File: src/rtl/fifo_pkg.sv
// Shared types and sizing helpers for the parametrised single-clock FIFO family.
package fifo_pkg;

  typedef enum logic {
    REG_READ   = 1'b0,
    SHOW_AHEAD = 1'b1
  } read_mode_e;

  localparam int DEF_DEPTH = 8;
  localparam int DEF_AW    = $clog2(DEF_DEPTH);
  localparam int PTR_W     = DEF_AW + 1;
  localparam int CNT_W     = DEF_AW + 1;

  function automatic int addr_w(input int depth);
    return (depth <= 2) ? 1 : $clog2(depth);
  endfunction

  function automatic bit is_pow2(input int v);
    return (v >= 2) && ((v & (v - 1)) == 0);
  endfunction

endpackage

File: src/rtl/fifo_dpram.sv
// FIFO storage: WIDTH x DEPTH array, synchronous write, asynchronous read.
// Zero-cycle read path; no flow control of its own, the owner gates the write enable.
module fifo_dpram #(
  parameter int WIDTH = 8,
  parameter int DEPTH = 8,
  parameter int AW    = 3
) (
  input  logic             clk,
  input  logic             we,
  input  logic [AW-1:0]    waddr,
  input  logic [WIDTH-1:0] wdata,
  input  logic [AW-1:0]    raddr,
  output logic [WIDTH-1:0] rdata
);

  logic [WIDTH-1:0] mem_q [DEPTH];

  always_ff @(posedge clk) begin
    if (we) mem_q[waddr] <= wdata;
  end

  assign rdata = mem_q[raddr];

endmodule

File: src/rtl/param_sync_fifo.sv
// Parametrised single-clock FIFO; 1-cycle registered read or show-ahead head output.
// Writes into a full FIFO and reads from an empty one are dropped and flagged sticky.
module param_sync_fifo #(
  parameter int WIDTH      = 8,
  parameter int DEPTH      = 8,
  parameter int AFULL_TH   = DEPTH - 1,
  parameter int AEMPTY_TH  = 1,
  parameter int SHOW_AHEAD = 0
) (
  input  logic                                   clock,
  input  logic                                   reset,
  input  logic                                   clear,
  input  logic                                   wn,
  input  logic [WIDTH-1:0]                       DATAIN,
  input  logic                                   rn,
  output logic [WIDTH-1:0]                       DATAOUT,
  output logic                                   dout_valid,
  output logic                                   full,
  output logic                                   empty,
  output logic                                   almost_full,
  output logic                                   almost_empty,
  output logic [fifo_pkg::addr_w(DEPTH):0]       count,
  output logic                                   overflow,
  output logic                                   underflow
);
  import fifo_pkg::*;

  localparam int AW    = addr_w(DEPTH);
  localparam int P_W   = AW + 1;
  localparam int C_W   = AW + 1;
  localparam read_mode_e MODE = (SHOW_AHEAD != 0) ? fifo_pkg::SHOW_AHEAD : REG_READ;

  if (!is_pow2(DEPTH) || WIDTH < 1) begin : g_bad_param
    $error("param_sync_fifo: DEPTH must be a power of two >= 2 and WIDTH >= 1");
  end

  logic [P_W-1:0]   wptr_q, wptr_d, rptr_q, rptr_d;
  logic [C_W-1:0]   count_q, count_d;
  logic             ovf_q, ovf_d, unf_q, unf_d;
  logic [WIDTH-1:0] dout_q, dout_d;
  logic             dvld_q, dvld_d;
  logic [WIDTH-1:0] rd_data;
  logic             rd_ok, wr_ok;

  assign full         = (count_q == C_W'(DEPTH));
  assign empty        = (count_q == '0);
  assign almost_full  = (int'(count_q) >= AFULL_TH);
  assign almost_empty = (int'(count_q) <= AEMPTY_TH);

  // A full FIFO still takes a write when the head leaves in the same cycle.
  assign rd_ok = rn & ~empty;
  assign wr_ok = wn & (~full | rd_ok);

  fifo_dpram #(.WIDTH(WIDTH), .DEPTH(DEPTH), .AW(AW)) u_mem (
    .clk   (clock),
    .we    (wr_ok & ~clear),
    .waddr (wptr_q[AW-1:0]),
    .wdata (DATAIN),
    .raddr (rptr_q[AW-1:0]),
    .rdata (rd_data)
  );

  always_comb begin
    wptr_d  = wptr_q;
    rptr_d  = rptr_q;
    count_d = count_q;
    ovf_d   = ovf_q;
    unf_d   = unf_q;
    dout_d  = dout_q;
    dvld_d  = 1'b0;
    if (clear) begin
      wptr_d  = '0;
      rptr_d  = '0;
      count_d = '0;
      ovf_d   = 1'b0;
      unf_d   = 1'b0;
    end else begin
      if (wr_ok) wptr_d = wptr_q + P_W'(1);
      if (rd_ok) begin
        rptr_d = rptr_q + P_W'(1);
        dout_d = rd_data;
        dvld_d = 1'b1;
      end
      unique case ({wr_ok, rd_ok})
        2'b10:   count_d = count_q + C_W'(1);
        2'b01:   count_d = count_q - C_W'(1);
        default: count_d = count_q;
      endcase
      if (wn & ~wr_ok) ovf_d = 1'b1;
      if (rn & ~rd_ok) unf_d = 1'b1;
    end
  end

  always_ff @(posedge clock or negedge reset) begin
    if (!reset) begin
      wptr_q  <= '0;
      rptr_q  <= '0;
      count_q <= '0;
      ovf_q   <= 1'b0;
      unf_q   <= 1'b0;
      dout_q  <= '0;
      dvld_q  <= 1'b0;
    end else begin
      wptr_q  <= wptr_d;
      rptr_q  <= rptr_d;
      count_q <= count_d;
      ovf_q   <= ovf_d;
      unf_q   <= unf_d;
      dout_q  <= dout_d;
      dvld_q  <= dvld_d;
    end
  end

  // Show-ahead falls back to the last registered word while empty so unwritten slots never leak out.
  assign DATAOUT    = (MODE == fifo_pkg::SHOW_AHEAD) ? (empty ? dout_q : rd_data) : dout_q;
  assign dout_valid = (MODE == fifo_pkg::SHOW_AHEAD) ? ~empty : dvld_q;
  assign count      = count_q;
  assign overflow   = ovf_q;
  assign underflow  = unf_q;

endmodule

File: config.mk
export PLATFORM = sky130hd
export DESIGN_NAME = param_sync_fifo
export DESIGN_NICKNAME = d
export VERILOG_FILES = /design/src/rtl/fifo_pkg.sv /design/src/rtl/fifo_dpram.sv /design/src/rtl/param_sync_fifo.sv
export SDC_FILE = /design/constraint.sdc
export NUM_CORES = 1
export LEC_CHECK = 0
export ABC_AREA = 1
export BUFFER_PORTS_ARGS = -buffer_cell sky130_fd_sc_hd__buf_2
export CAP_MARGIN = 20
export CORE_ASPECT_RATIO = 1.2
export CORE_MARGIN = 2
export CORE_UTILIZATION = 60
export CTS_BUF_LIST = sky130_fd_sc_hd__clkbuf_4 sky130_fd_sc_hd__clkbuf_8 sky130_fd_sc_hd__clkbuf_16
export DETAILED_ROUTE_END_ITERATION = 6
export PLACE_DENSITY = 0.9
export SYNTH_ARGS = -nofsm -noshare
export SYNTH_HDL_FRONTEND = slang
export SYNTH_SLANG_ARGS = --single-unit
File: constraint.sdc
create_clock -name clock -period 4.3 [get_ports clock]
set_clock_uncertainty 0.2 [all_clocks]
set_input_delay 0.215 -clock clock [delete_from_list [all_inputs] [get_ports clock]]
set_output_delay 0.215 -clock clock [all_outputs]
set_load 0.02 [all_outputs]
Yosys cells after proc, flatten, opt, wreduce, memory -nomap -nowiden. Memories as Yosys holds them, arrays and structs flattened. A register that Yosys moved wholly into a read port is not among the register bits. Cells that the tools add are included.

Register bits: 15. RAM bits: 64. Bits of input ports: 13. Output and inout bits: 19. Logic and storage cells: 49. Memories: 1.

Memory list: u_mem.mem_q (depth 8, width 8, read ports 1, clocked after Yosys merged registers in 1, write ports 1, line fifo_dpram.sv:16) `logic [WIDTH-1:0] mem_q [DEPTH];`.

$add $sub $neg: 4. Magnitude comparators: 2. Eq/ne operators: 3. Muxes and demuxes: 14. Bitwise operators: 11. Reductions and logical operators: 8.

Operators by type and width (count): 4-bit two-way mux (5); 4-bit by 1-bit adder with 4-bit output (second input constant) (3); 1-bit two-way mux (8); 4-bit case mux with 2 select lines (1); 2-bit nonzero test (4); 1-bit bitwise AND (5); 1-bit inverter (5); 4-bit equality test (second input constant) (1); 4-bit by 3-bit >= comparator with 1-bit output (second input constant) (1); 4-bit by 1-bit <= comparator with 1-bit output (second input constant) (1); 4-bit logical NOT (1); 4-bit by 1-bit subtractor with 4-bit output (second input constant) (1); 3-bit nonzero test (1); 2-bit by 1-bit equality test with 1-bit output (second input constant) (1); 2-bit equality test (second input constant) (1); 2-bit AND reduction (1); 1-bit logical NOT (1); 1-bit OR (1).

Longest topological paths before layout. Gate-level depths: netlist (run 1).

Word-level depth: 9. Gate-level depth with buffers: 9. Mapped depth without buffers: 8.

Hierarchy. Synthesis (run 1) repeated with hierarchy kept, for this count alone.

Cells, all modules: 425. Area total of the unflattened synthesis: 4030.1 µm².

Modules (own cells, without submodules): fifo_dpram (times used 1, cells an instance 295, area an instance 2890.3 µm², seq. area each 1921.8 µm²); param_sync_fifo (times used 1, cells an instance 130, area an instance 1139.8 µm², seq. area each 525.5 µm²).

Worst setup path before layout (run 1). OpenSTA, ideal clock, no wires.

Kind: flip-flop to flip-flop. From: reg count_q[0], in the netlist count[0]. To: mem u_mem.mem_q[0][0], enable pin. Library setup time: 370 ps. Arrival: 1788 ps. Required time: 3730 ps. Slack: 1942 ps. Stages on the path, launching flop included: 8. Buffers on the path: 0. Clock period less this slack: 2358 ps. Cell sequence: dfrtp_1 -> inv_1 -> ha_1 -> nand3_1 -> o21ai_2 -> nor2_1 -> nand2_1 -> nor2_1.

Longest elaborated chain between the ends: 8. Elaborated cells on any way between the ends: 10. Those cells by class: 1 x eq/ne; 2 x mux; 6 x bitwise; 1 x reduce/logical.

RTL lines: from (decl) (line param_sync_fifo.sv:38) `logic [C_W-1:0] count_q, count_d;`; from (signal assigned) (line param_sync_fifo.sv:106) `count_q <= count_d;`; 4-bit logical NOT (line param_sync_fifo.sv:46) `assign empty = (count_q == '0);`; 1-bit inverter; 1-bit bitwise AND (line param_sync_fifo.sv:51) `assign rd_ok = rn & ~empty;`; 1-bit OR (*) (line param_sync_fifo.sv:52) `assign wr_ok = wn & (~full | rd_ok);`; 1-bit bitwise AND (*) (line param_sync_fifo.sv:52); 1-bit bitwise AND (*) (line param_sync_fifo.sv:56) `.we (wr_ok & ~clear),`; 1-bit two-way mux (*) (line fifo_dpram.sv:19) `if (we) mem_q[waddr] <= wdata;`; 1-bit two-way mux (not written as such) (*) (line fifo_dpram.sv:19); to (decl) (line fifo_dpram.sv:16).

Mark *: on every way between the ends. The rest lies on a longest branch, timed or not.

Final worst setup path (run 1).
From: reg count_q[0], in the netlist count[0]. To: mem u_mem.mem_q[6][7], enable pin.

The elaborated chain is that of the path after synthesis.

==> results of run 1 <==
registers in the layout, indices dropped and copies added (netlist names):
register / flops
DATAOUT: 8
count: 4
dout_valid: 1
overflow: 1
rptr_q: 3
u_mem.mem_q: 64
underflow: 1
wptr_q: 3
metal layers:
metal | wire, um | part of all wire, %
met5 | 0 | 0
met4 | 159 | 2.0
met3 | 531 | 6.8
met2 | 4140 | 53
met1 | 2950 | 38
worst max-delay path by stage:
| stage | from | endpoint | slack, ns | depth (start not counted) |
|---|---|---|---|---|
| finish | count[0]$_DFFE_PN0P_ | u_mem.mem_q[6][7]$_DFFE_PP_ | 1.70 | 7 |
| global route | count[0]$_DFFE_PN0P_ | u_mem.mem_q[2][3]$_DFFE_PP_ | 1.51 | 7 |
| CTS | count[0]$_DFFE_PN0P_ | u_mem.mem_q[2][6]$_DFFE_PP_ | 1.72 | 7 |
| detailed placement | count[0]$_DFFE_PN0P_ | u_mem.mem_q[6][5]$_DFFE_PP_ | 1.72 | 7 |
| global placement | count[0]$_DFFE_PN0P_ | u_mem.mem_q[6][0]$_DFFE_PP_ | 1.84 | 7 |
| floorplan | count[0]$_DFFE_PN0P_ | u_mem.mem_q[0][0]$_DFFE_PP_ | 1.94 | 7 |
critical path: stages, from the launching register on:
cell	delay [ns]
sky130_fd_sc_hd__dfrtp_1	0.45
sky130_fd_sc_hd__inv_1	0.14
sky130_fd_sc_hd__ha_1	0.27
sky130_fd_sc_hd__nand3_1	0.20
sky130_fd_sc_hd__o21ai_2	0.08
sky130_fd_sc_hd__nor2_1	0.19
sky130_fd_sc_hd__nand2_1	0.22
sky130_fd_sc_hd__nor2_1	0.52
logic make-up after synthesis:
family | after synthesis
AOI/OAI and AO/OA | 53
xor gates and xnor gates | 3
adders and majority gates | 6
buffers and inverters | 32
DFF | 85
and+or+nand+nor | 147
power breakdown:
part           total, uW  switching, uW  internal [uW]
Combinational        653            441            212
Sequential          1060            103            958
Clock                563            280            283
cell type report:
type / instances / area (um2) / share of cell area, %
Clock inverter: 6 / 61.3 / 1.50
Clock buffer: 10 / 138 / 3.38
Timing Repair Buffer: 37 / 215 / 5.28
Tap cell: 82 / 103 / 2.52
Inverter: 18 / 67.6 / 1.66
Sequential cell: 85 / 2450 / 60.1
Multi-Input combinational cell: 209 / 1040 / 25.6
layout by cell type (no fill, tap or decap), types with 3 or more instances in the layout:
master / netlist / layout
sky130_fd_sc_hd__dlygate4sd3_1: 0 / 6
sky130_fd_sc_hd__inv_1: 14 / 14
sky130_fd_sc_hd__clkbuf_8: 0 / 10
sky130_fd_sc_hd__o21ai_0: 34 / 34
sky130_fd_sc_hd__nand2_1: 39 / 39
sky130_fd_sc_hd__ha_1: 6 / 6
sky130_fd_sc_hd__nand3_1: 25 / 25
sky130_fd_sc_hd__nor2_1: 71 / 71
sky130_fd_sc_hd__nand4_1: 5 / 5
sky130_fd_sc_hd__o21ai_1: 5 / 5
sky130_fd_sc_hd__buf_2: 7 / 31
sky130_fd_sc_hd__a21oi_1: 3 / 3
sky130_fd_sc_hd__clkinv_1: 2 / 3
sky130_fd_sc_hd__edfxtp_1: 64 / 64
sky130_fd_sc_hd__dfrtp_1: 21 / 21
sky130_fd_sc_hd__o211ai_1: 8 / 8
sky130_fd_sc_hd__xor2_1: 3 / 3
what timing repair did:
action                     in CTS  in global routing
hold endpoints to repair       49                  0
resized for setup               0                  0
hold buffers                    6                  0
setup endpoints to repair       0                  0
stage by stage:
stage / std cells / hold slack, ns / total power [uW]
2_1_floorplan: 326 / -0.281 / 1540
3_3_place_gp: 425 / -0.0105 / 1700
3_5_place_dp: 425 / -0.00587 / 1720
4_1_cts: 447 / 0.00250 / 2270
5_1_grt: 447 / 0.00277 / 2410
6_report: 447 / -0.00861 / 2280
==> results.md, run 1 <==
- The share of synthesized area occupied by flip-flops and latches is 67.1%.
- For this run, global-route usage on met3 was measured as 4.85%.
- The shortest period the worst path allows is 2.60 ns.
- The worst hold path begins at DATAIN[1].
- The largest fanout on the critical path is 8.
- The worst setup path is of the reg -> reg kind.
- The synthesized area per cell is roughly 11 um2.
- The routed wire length is 7.77 mm.
- Setup repair after global routing left no endpoint under its margin.
- The worst hold path terminates at u_mem.mem_q[6][1]$_DFFE_PP_.
- The number of H-tree levels is 3.
- The die footprint is 0.00672 mm2.
- The origin of the critical flop-to-flop path is count[0]$_DFFE_PN0P_.
- When the netlist entered floorplanning its net count stood at 345.
- The antenna cell count is 0.
- By area the synthesized netlist is led by sky130_fd_sc_hd__edfxtp_1 53%, sky130_fd_sc_hd__dfrtp_1 14%, sky130_fd_sc_hd__nor2_1 7.3%, sky130_fd_sc_hd__o21ai_0 4.7%, sky130_fd_sc_hd__nand2_1 4.0%.
- For this run, design rule violations remaining after detail routing come to 0.
- The register-to-register path setup slack is 1.70 ns.
- The all-layer global routing usage is 24.8%.
- For this run, the top clock speed supported by timing is 384 MHz.
- Synthesis inferred 85 register bits.
- The total number of vias is 2577.
- After clock tree synthesis, the clock-pin slew on the worst setup and hold paths is 0.09 ns.
- The hold violation total from the final report came to 7.
- The combinational family with the most area after synthesis is simple AND/OR/NAND/NOR gates.
- The worst hold path belongs to the class in -> reg.
- The proportion of netlist area held by the largest area contributor is 52.7%.
- The cell count after synthesis came out at 326.
- STA classifies the critical path startpoint as a register.
- For met1 alone, demand over resource in global routing was 29.3%.
- The endpoint identified for the worst register-to-register timing path is u_mem.mem_q[6][7]$_DFFE_PP_.
- Counting instances, the worst hold path has a depth of 1.
- The total of max-cap violations is 0.
- Across all setup checks in the final design, the least slack found is 1.70 ns.
- The checks that failed: negative hold slack.
- The number of vias per cell is 5.77.
- The cell depth of the worst flop-to-flop path is 7.
- In this run the remaining antenna-violating nets after routing total 0.
- The xor/xnor cell area share of the yosys netlist is 0.720%.
- The number of global-route vias before repair is 2309.
- The maximum number of pins on one net before global-route repair is 35.
- The number of setup buffers added after CTS is 0.
- The wire length per cell is 17.4 um.
- The area share of fa/ha/maj cells after synthesis is 2.06%.
- The synthesized netlist devotes 8.06% of its cell area to compound gates.
- The cell area that synthesis handed to floorplanning was about 0.0036 mm2.
- After routing the design area is between 0.004 and 0.005 mm2.
- The number of enable-type register cells in the synthesized netlist is 64.
- The flow ran to the end, but the final reports show violations.
- The chip width is 75.2 um.
- For this design the ratio of total power to cell area is 559 mW/mm2.
- Counting distinct cell types in the post-synthesis netlist gives 26.
- The starting density of the core is 61.1%.
- TritonCTS built the clock tree.
- The clock drives 85 sinks.
- The core outline area is between 0.005 and 0.006 mm2.
- The clock passes through at most 2 buffers.
- The final HPWL from detailed placement is 5.18 mm.
- Row generation in the floorplan step produced 31 rows.
- Hold timing on the final database bottoms out at a slack of -0.00861 ns.
- The fraction of the core area covered by cells at the end of the flow is around two thirds.
- The final number of max-transition violations came to 0.
- VDD sags by at most 0.000291 V.
- The clock insertion delay at the later pin of the skew report is around 0.36 ns.
- The share of the clock period used by the worst path is 60.5%.
- Compared with the post-synthesis result, the final layout area differs by 11.7%.
- The first-pass iteration count of the detailed router is 4.
- Counting instances in the post-synthesis netlist gives the leading cell types as 71 x sky130_fd_sc_hd__nor2_1, 64 x sky130_fd_sc_hd__edfxtp_1, 39 x sky130_fd_sc_hd__nand2_1.
- Measured against its own limit, the worst slew margin works out to 29.2%.
- Counting the fill cells in the layout gives 440.
- At the end of routability-driven placement, the weighted congestion stood at 0.926.
- In this run, the number of DRC markers left after iteration 0 of detailed routing was 276.
- The data arrival time of the critical path is roughly 2.4 ns.
- The top flip-flop cell by instance count after synthesis is sky130_fd_sc_hd__edfxtp_1.
- In this run the cell area measured after placement is ~0.0038 mm2.
- The total of warnings raised by yosys is 0.
- The basic-gate share of the synthesized area counting and, or, nand and nor cells is 17.7%.
- The post-placement setup slack is 1.72 ns.
- Setup violations remaining at the end of the flow were counted as 0.
- By instance count, the leading cell after synthesis is sky130_fd_sc_hd__nor2_1.
- For the pin with the worst max-slew slack, the measured transition is between 1 and 1.5 ns.
- The ratio of cells with drive above 1 in the final layout is 15.1%.
- Clock tree synthesis inserted a total of 9 buffers.
- The worst path required time is just over 4 ns.
- The critical path endpoint category is a register.
- In this run the static leakage power is 0.00165 uW.
- The number of port buffers is 31.
- The number of antenna violations at the first check in global routing came to 0.
- Summed over all failing endpoints, the final setup total negative slack is 0 ns.
- The total congestion overflow is 0.
- The cell type contributing the most total cell area after synthesis is sky130_fd_sc_hd__edfxtp_1.
- Global routing consumed, on the met2 layer, between 40% and 50% of the routing resources.
- After global routing, the most crowded layer is met2.
- In this run the vertical extent of the chip is 89.4 um.
- The async set-reset flop share out of synthesis is roughly 25%.
- During I/O placement, the number of pins put on the boundary was 32.
- The multiplexer share of the synthesized area is 0%.
- The clock root buffer is sky130_fd_sc_hd__clkbuf_8.
- The first global-routing pass estimated 11.7 mm of wire.
- At the end of the flow, the number of nets in the layout was about 380.
Power figures use the tool's default switching activity.
==> inputs of run 2 (changes only) <==
- ABC_AREA: 1 -> 0
- CORE_UTILIZATION: 60 -> 58
- PLACE_DENSITY: 0.9 -> 0.88
- clock period: 4.3 -> 2.4 ns (I/O delays scaled with it)
==> run 2 against run 1 <==
  * First-iteration DRC count shrank 51%
  * The flow now finishes without violations
  * Clock-buffer cell count shrank 1
  * Global-route usage shrank 3.0 points
  * Clock power grew 85%
  * Critical endpoint is now empty
  * Cell count shrank 18%
  * Via count shrank 19%
  * Critical path depth shrank 2
  * Hold slack gained 0.050 ns
  * Setup slack lost 1.6 ns
==> results.md, run 2 <==
- The async set-reset flop share out of synthesis was 24.7% (unchanged).
- The number of enable-type register cells in the synthesized netlist is 64 (unchanged).
- The clock buffer count from CTS is 9 (unchanged).
- The worst IR drop on VDD was 0.000514 V (+77%).
- The cell row count is 31 (unchanged).
- The largest stage delay on the critical path is 0.56 ns (+0.04 ns).
- The worst path required time came to 2.08 ns (-2.02 ns).
- The post-synthesis net count is 237 (-31%).
- The most common cell after layout, fill and taps aside is sky130_fd_sc_hd__edfxtp_1.
- The critical path startpoint category is a register.
- The data arrival time of the critical path is 1.96 ns (-0.44 ns).
- The netlist area before placement is 0.00359 mm2 (-1.5%).
- The proportion of netlist area held by the largest area contributor is 53.5% (+0.83 points).
- The first-iteration detailed-routing DRC count is 135 (-51%).
- The share of synthesized area occupied by flip-flops and latches is 68.1% (+1.1 points).
- The number of port buffers came to 31 (unchanged).
- The largest fanout on the critical path is 6 (-2).
- The clock transition at the registers of the reported paths is 0.09 ns (about the same).
- In the synthesized netlist, the cells that appear most often are 64 x sky130_fd_sc_hd__edfxtp_1, 22 x sky130_fd_sc_hd__nor2_1, 21 x sky130_fd_sc_hd__dfrtp_1.
- The leakage component of the power is 0.00158 uW (-4.3%).
- The area share of fa/ha/maj cells after synthesis is 2.09% (+0.032 points).
- The critical path is of the reg -> out type.
- The power per cell area is 983 mW/mm2 (+76%).
- The chip width came to 75.8 um (+0.87%).
- The clock insertion delay at the later pin of the skew report is 0.36 ns (about the same).
- The starting density of the core came to 59.8% (-1.3 points).
- The core outline area is 0.00601 mm2 (+0.65%).
- The area of placed instances was 0.00390 mm2 (+2.3%).
- The class of the tightest hold or removal check is in -> async.
- The total of endpoints with negative setup slack in the final report is 0 (unchanged).
- The register bit count reported by yosys is 85 (unchanged).
- The maximum root-to-sink buffer count came to 2 (unchanged).
- The headroom to the max-slew limit came to 59.5% (+30 points).
- The first-pass iteration count of the detailed router is 4 (unchanged).
- The basic-gate share of the synthesized area counting and, or, nand and nor cells is 8.46% (-9.3 points).
- The worst setup path is captured at a primary output.
- The total number of vias came to 2078 (-19%).
- The number of vias per cell is 5.69 (-1.2%).
- The flip-flop count of the largest register after layout is 64 (unchanged).
- TritonCTS built the clock tree.
- The number of antenna-violating nets in the routed design is 0 (unchanged).
- Setup repair after global routing left no endpoint under its margin.
- The transition time at the pin with the least slew margin is 0.607 ns (-0.454 ns).
- By area the synthesized netlist is led by sky130_fd_sc_hd__edfxtp_1 54%, sky130_fd_sc_hd__dfrtp_1 15%, sky130_fd_sc_hd__mux4_2 10%, sky130_fd_sc_hd__mux2i_1 2.5%, sky130_fd_sc_hd__nor2_1 2.3%.
- The total congestion overflow is 0 (unchanged).
- The post-layout instance area came to 0.00427 mm2 (+4.7%).
- The final number of max-transition violations was 0 (unchanged).
- The ratio of cells with drive above 1 in the final layout is 32.2% (+17 points).
- The combinational family with the most area after synthesis is multiplexers.
- The number of instances in the synthesized netlist was 218 (-33%).
- The number of fill cells came to 386 (-12%).
- The number of H-tree levels was 3 (unchanged).
- The number of nets in the final layout is 297 (-22%).
- The die footprint is 0.00684 mm2 (+1.8%).
- The number of library cell types mapped by synthesis is 40 (+54%).
- The share of the clock period used by the worst path is 95.1%.
- The cell at the slowest stage of the critical path is sky130_fd_sc_hd__or3b_1.
- For this run, the leading register cell type out of synthesis is sky130_fd_sc_hd__edfxtp_1.
- The clock root buffer is sky130_fd_sc_hd__clkbuf_8.
- The post-route DRC violation count came to 0 (unchanged).
- The fraction of the core area covered by cells at the end of the flow is 71.0% (+2.8 points).
- The post-cts repair resize count is 0 (unchanged).
- The final HPWL from detailed placement is 4.40 mm (-15%).
- The xor/xnor cell area share of the yosys netlist was 1.46% (+0.74 points).
- The wire length of the first global-routing pass came to 10.4 mm (-11%).
- The total of warnings raised by yosys is 0 (unchanged).
- The I/O pin count was 32 (unchanged).
- The area growth from synthesis to layout is 18.8%.
- The wire length per cell is 18.4 um (+5.9%).
- The area fraction in compound gates after synthesis is 4.25% (-3.8 points).
- The signal on the critical path passes through inv_1 -> ha_1 -> or3b_1 -> inv_12 -> buf_2.
- Subtracting the final worst setup slack from the clock period gives 2.28 ns.
- The library cell with the highest instance count after synthesis is sky130_fd_sc_hd__edfxtp_1.
- The register with the most flip-flops is u_mem.mem_q.
- The origin of the critical flop-to-flop path is count[1]$_DFFE_PN0P_.
- The synthesized area per cell is 16.5 um2 (+47%).
- The first element of the critical path is count[1]$_DFFE_PN0P_.
- The cell depth of the worst flop-to-flop path is 7 (unchanged).
- The number of global-route vias before repair is 1997 (-14%).
- The hold violation total from the final report is 0 (-7).
- The global placer's final weighted congestion is 0.904 (-2.3%).
- Static timing analysis puts the maximum clock frequency at about 440 MHz.
- The chip height came to 90.2 um (+0.88%).
- The maximum number of pins on one net before global-route repair is 22 (-37%).
- The all-layer global routing usage came to 21.8% (-3.0 points).
- The routed wire length is 6.72 mm (-14%).
- The antenna cell count is 0 (unchanged).
- The multiplexer share of the synthesized area is 13.0% (+13 points).
- In the layout the commonest cells are 64 x sky130_fd_sc_hd__edfxtp_1, 31 x sky130_fd_sc_hd__buf_2, 22 x sky130_fd_sc_hd__nor2_1, 21 x sky130_fd_sc_hd__dfrtp_1, 16 x sky130_fd_sc_hd__mux4_2.
- The number of sinks driven by the clock tree was 85 (unchanged).
- The number of antenna violations at the first check in global routing was 0 (unchanged).
- The total of max-cap violations was 0 (unchanged).
- The run finished with clean final reports.
- The largest total area in the synthesized netlist belongs to sky130_fd_sc_hd__edfxtp_1.
run 2: metrics by stage:
step | TNS, ns | hold WS [ns] | cells | total power (uW) | setup WS (ns)
6_report | 0 | 0.0417 | 365 | 4190 | 0.118
4_1_cts | 0 | 0.0439 | 364 | 4210 | 0.104
2_1_floorplan | -0.508 | -0.376 | 218 | 2820 | -0.0140
3_5_place_dp | 0 | -0.0875 | 335 | 3160 | 0.140
5_1_grt | 0 | 0.0940 | 365 | 4420 | 0.0191
3_3_place_gp | 0 | -0.108 | 335 | 3100 | 0.211
run 2: metal layers:
metal / part of all wire (%) / GRT usage [%] / vias up
met5: 0 / 0 / -
met4: 0.98 / 7.02 / 0
met3: 5.1 / 5.72 / 8
met2: 51 / 32.3 / 76
met1: 43 / 31.8 / 1039
li1: - / - / 955
run 2: logic make-up (layout without fill, tap and decap cells):
group / Yosys count / count (layout)
compound gates: 23 / 23
buf+inv: 15 / 80
flops: 85 / 85
fa+ha+maj: 6 / 6
mux: 26 / 26
simple gates: 57 / 57
xor+xnor: 6 / 6
run 2: timing repair:
item,CTS,global route
setup endpoints to repair,0,1
hold buffers,13,0
setup buffers,0,1
hold endpoints to repair,96,0
run 2: area by class of cell:
type,instances,area (um2),share of cell area [%]
tap,82,103,2.40
multi-input combinational,118,1060,24.8
clock buffer,9,124,2.90
sequential,85,2450,57.4
clock inverter,7,91.3,2.14
timing repair buffer,59,410,9.62
inverter,5,31.3,0.733
run 2: critical path, delay by kind of cell (launching register included):
kind                       cells  cell delay (ns)
adders and majority gates      1             0.21
DFF                            1             0.40
and+or+nand+nor                1             0.56
buffers and inverters          3             0.44
run 2: where the power goes:
part | internal (uW) | switching, uW | total [uW] | leakage (uW)
Combinational | 577 | 761 | 1340 | 0.000630
Clock | 505 | 540 | 1040 | 0.000105
Sequential | 1720 | 88.1 | 1810 | 0.000841
Total | 2800 | 1390 | 4190 | 0.00158
run 2: path summary, 6_finish.rpt:
| path | to | slack [ns] |
|---|---|---|
| min in group clock | DATAOUT[2]$_DFFE_PN0P_ | 0.33 |
| hold / removal | wptr_q[0]$_DFFE_PN0P_ | 0.04 |
| setup reg to reg | count[2]$_DFFE_PN0P_ | 0.12 |
| hold reg to reg | DATAOUT[2]$_DFFE_PN0P_ | 0.33 |
| setup / recovery | empty | 0.12 |
| max in group asynchronous | DATAOUT[0]$_DFFE_PN0P_ | 1.61 |
